## src/rtl/bit_serial_adder.sv

```systemverilog
// Bit-serial adder: one full-adder step per PH cycle, LSB first, with a registered carry loop.
// Optional subtract mode (SUB port) is built when SERIAL_ADD_SUB_EN is defined.
module bit_serial_adder #(
   parameter int WIDTH = 8
) (
   input  logic             PH,
   input  logic             RST_N,
   input  logic             START,
   output logic             READY,
   input  logic [WIDTH-1:0] A,
   input  logic [WIDTH-1:0] B,
   input  logic             CIN,
`ifdef SERIAL_ADD_SUB_EN
   input  logic             SUB,
`endif
   output logic [WIDTH-1:0] S,
   output logic             COUT,
   output logic             DONE,
   input  logic             ACK
);

   localparam int CNT_W = (WIDTH > 1) ? $clog2(WIDTH) : 1;
   localparam logic [CNT_W-1:0] CNT_LAST = CNT_W'(WIDTH - 1);

   typedef enum logic [1:0] {
      IDLE  = 2'd0,
      SHIFT = 2'd1,
      HOLD  = 2'd2
   } state_t;

   state_t           state_q, state_d;
   logic [WIDTH-1:0] a_sr_q, a_sr_d;
   logic [WIDTH-1:0] b_sr_q, b_sr_d;
   logic [WIDTH-1:0] s_sr_q, s_sr_d;
   logic             carry_q, carry_d;
   logic [CNT_W-1:0] cnt_q, cnt_d;
   logic [WIDTH-1:0] s_q, s_d;
   logic             cout_q, cout_d;
   logic [1:0]       fa;

   // Returns {carry, sum} of a single-bit full adder.
   function automatic logic [1:0] full_add(input logic a, input logic b, input logic c);
      return {(a & b) | (a & c) | (b & c), a ^ b ^ c};
   endfunction

   always_comb begin
      state_d = state_q;
      a_sr_d  = a_sr_q;
      b_sr_d  = b_sr_q;
      s_sr_d  = s_sr_q;
      carry_d = carry_q;
      cnt_d   = cnt_q;
      s_d     = s_q;
      cout_d  = cout_q;
      fa      = full_add(a_sr_q[0], b_sr_q[0], carry_q);

      case (state_q)
         IDLE: begin
            if (START) begin
               a_sr_d  = A;
               b_sr_d  = B;
               carry_d = CIN;
`ifdef SERIAL_ADD_SUB_EN
               // Two's-complement subtract: A + ~B + 1; final carry means no borrow.
               if (SUB) begin
                  b_sr_d  = ~B;
                  carry_d = 1'b1;
               end
`endif
               s_sr_d  = '0;
               cnt_d   = '0;
               state_d = SHIFT;
            end
         end
         SHIFT: begin
            carry_d           = fa[1];
            s_sr_d            = s_sr_q >> 1;
            s_sr_d[WIDTH-1]   = fa[0];
            a_sr_d            = a_sr_q >> 1;
            b_sr_d            = b_sr_q >> 1;
            if (cnt_q == CNT_LAST) begin
               // Result registers are loaded only here so S/COUT stay put between ops.
               cnt_d   = '0;
               s_d     = s_sr_d;
               cout_d  = fa[1];
               state_d = HOLD;
            end else begin
               cnt_d = cnt_q + CNT_W'(1);
            end
         end
         HOLD: begin
            if (ACK) begin
               state_d = IDLE;
            end
         end
         default: begin
            state_d = IDLE;
         end
      endcase
   end

   always_ff @(posedge PH or negedge RST_N) begin
      if (!RST_N) begin
         state_q <= IDLE;
         a_sr_q  <= '0;
         b_sr_q  <= '0;
         s_sr_q  <= '0;
         carry_q <= 1'b0;
         cnt_q   <= '0;
         s_q     <= '0;
         cout_q  <= 1'b0;
      end else begin
         state_q <= state_d;
         a_sr_q  <= a_sr_d;
         b_sr_q  <= b_sr_d;
         s_sr_q  <= s_sr_d;
         carry_q <= carry_d;
         cnt_q   <= cnt_d;
         s_q     <= s_d;
         cout_q  <= cout_d;
      end
   end

   assign READY = (state_q == IDLE);
   assign DONE  = (state_q == HOLD);
   assign S     = s_q;
   assign COUT  = cout_q;

endmodule

```

## config.mk

```make
export PLATFORM = sky130hd
export DESIGN_NAME = bit_serial_adder
export DESIGN_NICKNAME = d
export VERILOG_FILES = /design/src/rtl/bit_serial_adder.sv
export SDC_FILE = /design/constraint.sdc
export NUM_CORES = 1
export LEC_CHECK = 0
export BUFFER_PORTS_ARGS = -buffer_cell sky130_fd_sc_hd__clkbuf_2
export CORE_ASPECT_RATIO = 2
export CORE_MARGIN = 5
export CORE_UTILIZATION = 57
export CTS_CLUSTER_SIZE = 40
export DETAILED_ROUTE_END_ITERATION = 7
export GPL_ROUTABILITY_DRIVEN = 1
export MAX_ROUTING_LAYER = met4
export PLACE_DENSITY = 0.81
export RECOVER_POWER = 50
export SYNTH_ARGS = -nofsm -noshare
export SYNTH_HDL_FRONTEND = slang
export SYNTH_SLANG_ARGS = --single-unit
```

## constraint.sdc

```tcl
create_clock -name PH -period 3.3 [get_ports PH]
set_clock_uncertainty 0.2 [all_clocks]
set_input_delay 0.66 -clock PH [delete_from_list [all_inputs] [get_ports PH]]
set_output_delay 0.66 -clock PH [all_outputs]
set_load 0.02 [all_outputs]
```

==> results by group <==
Die
  – # IOs: 32
  – Chip Width: just under 50 um
  – Initial Util: 0.594
  – CORE AREA: between 2000 and 3000 um2
  – Die span in y: approximately 90 um
  – Die area: 4380 um2
  – FP Rows: 28

Placement
  – Placed insts: ~180
  – HPWL after detailed placement: roughly 2300 um
  – PortBufs: 31
  – Final GP Congestion: 0.744
  – Post-Place Cell Area: around 1900 um2
  – Setup WS pre-CTS: ~980 ps

Power and ir drop
  – Pwr dens: 949 nW/um2
  – Peak VDD IR: 0.618 mV
  – Final total power: between 1.5 and 2 mW
  – Pleak: 0.951 nW

Clocking
  – CTS tree: built
  – Cts bufs inserted: 5
  – Hold-fix buffers at CTS: 0
  – Max Root-Sink Buffers: 2
  – PostCTS Resize Cnt: 0
  – Postcts setup bufs: 0
  – Reg clk slew, reported paths: ~70 ps
  – Clk Latency, worst-skew pair: around 290 ps
  – H-tree depth: 2
  – Clk sinks: 38
  – Root Buffer: clkbuf_8

Routing
  – Remaining DRCs: 0
  – Initial drt markers: 21
  – DR vias/cell: 6.22
  – Routed WL per cell: roughly 17 um
  – Via Count: between 1000 and 1500
  – DRT Pass-1 Iters: 4
  – Routed Antenna Nets: 0
  – Post-Route WL: between 3000 and 4000 um

Cells and area
  – Layout cells sized above 1: 0.331
  – Most common cell after layout, fill and taps aside: dfrtp_1
  – Most frequent cells in the layout: dfrtp_1 (38), clkbuf_2 (26), a22o_1 (10)
  – N_diodes: 0
  – Final instance area: 1990 um2
  – Final Core Density: 0.669
  – Post-layout nets: 183
  – Fin cells: 190
  – Synth-to-Final Area Change: 12.7%

Worst setup path
  – CP Capture Type: output port
  – CP Class: reg -> out
  – Critical Path Max Stage Delay: between 800 and 900 ps
  – Kind of start point of the critical path: register
  – Crit path arrival time: roughly 1600 ps
  – Critical Path RT: between 2000 and 2500 ps
  – CP max stage cell: dfrtp_1
  – Crit Path Max Fanout: 31
  – CP cell instances: nor2_1 -> clkbuf_2
  – Reg2reg path depth: 2

Logic synthesis
  – Area share of the largest cell type after synthesis: 0.538
  – Adder-Cell Fraction of Synth Area: 0.0255
  – Yosys warns: 0
  – Mux share of post-synthesis cell area: 0.0764
  – Largest area contributor in the netlist: dfrtp_1
  – Avg Synthesized Cell Area: approximately 13 um2
  – Post-Synth Simple-Gate Area: 0.144
  – Netlist Area Pre-Place: between 1500 and 2000 um2
  – Ranking of synthesized cells by area: dfrtp_1 (54%), mux2_4 (7.6%), o221a_2 (5.1%)
  – Syn nets: between 150 and 200
  – Netlist cell types: 26
  – Synth Register Bits: 38
  – Synth Area in XOR/XNOR: 0
  – Syn Inst Count: between 100 and 150
  – Largest family of logic cells by synthesized area: compound AO/OA/AOI/OAI gates
  – Post-synthesis sequential area ratio: 0.538
  – Post-synthesis compound-gate area fraction: 0.159

Global route
  – First-pass GRT wire length: a little under 6000 um
  – Total global routing overflow: 0
  – Total track usage: 0.177
  – Vias in the first global route: 1269
  – Initial antenna violation count: 0
  – Largest net degree at the start of global routing: 39

Worst hold path
  – WHS Path Cells: 1
  – Hold crit path type: reg -> reg

Timing
  – Unrepaired setup endpoints after global routing: no
  – Hold Fails Final Rpt: 0
  – Max Slew Vio Count: 39
  – Post-route clock period utilization: 0.752
  – Final min period: roughly 2500 ps
  – Fmax: ~0.40 GHz
  – Setup WS post-layout: roughly 820 ps
  – Slew headroom: -0.304
  – Total negative slack: 0 ps
  – Hold slack: between 300 and 400 ps
  – Worst slew pin tran: 1960 ps
  – Final setup viols: 0

Outcome
  – Status: complete, but fails checks
  – Failing checks: max-capacitance violations, max-slew violations

Job
  – MaxCap Viol Count: 1
-- power breakdown --
| part | internal (mW) | leakage (nW) | switching (mW) |
|---|---|---|---|
| clock network | 0.222 | 0.0579 | 0.161 |
| logic | 0.355 | 0.426 | 0.303 |
| registers | 0.669 | 0.467 | 0.180 |
| total | 1.25 | 0.951 | 0.645 |
-- cell type report --
cell class / count / area [um2]
multi-input combinational: 75 / 716
clock inverter: 3 / 40.0
sequential: 38 / 951
clock buffer: 5 / 68.8
inverter: 8 / 30.0
tap: 30 / 37.5
fill: 227 / 986
timing repair buffer: 31 / 149
-- path summary, 6_finish.rpt --
path | startpoint | end | slack [ps]
max reg2reg | state_q[0] | S[3] | 950
min reg2reg | s_sr_q[1] | s_sr_q[1] | 310
min in group asynchronous | RST_N | b_sr_q[6] | 710
min | s_sr_q[1] | s_sr_q[1] | 310
max | state_q[1] | READY | 820
max in group asynchronous | RST_N | s_sr_q[2] | 1070
-- per-layer routing --
metal	share of wire	global-route usage	vias to the layer above
li1	-	-	551
met1	0.42	0.204	588
met2	0.50	0.287	33
met3	0.056	0.0455	9
met4	0.030	0.0835	0
met5	0	-	-
-- cells by family after synthesis --
kind of cell,Yosys count
mux,9
buf+inv,21
flops,38
compound gates,31
fa+ha+maj,3
simple gates,32
-- cell usage after synthesis (all sizes together) --
cell    count
a211oi      7
dfrtp      38
nor2        2
or4b        8
nand2b      4
fa          1
a32o        1
nor3b       8
a221o       1
inv         8
o21bai      1
clkbuf      4
a22o       10
a21oi       1
o21ba       1
mux2        9
ha          2
nand3b      1
o21ai       1
o221a       8
nor2b       1
and2        1
buf         9
nor4b       7
-- state kept, by name (all words and copies together), names as in the netlist --
register and count:
cnt_q 3, a_sr_q 8, S 8, b_sr_q 8, s_sr_q 7, state_q 2
carry_q 1, COUT 1
-- worst max-delay path, delay by kind of cell, from the launching register on --
family | cells | cell delay, ps
DFF | 1 | 890
buffers and inverters | 1 | 220
and+or+nand+nor | 1 | 220
(Power assumes the default switching activity.)
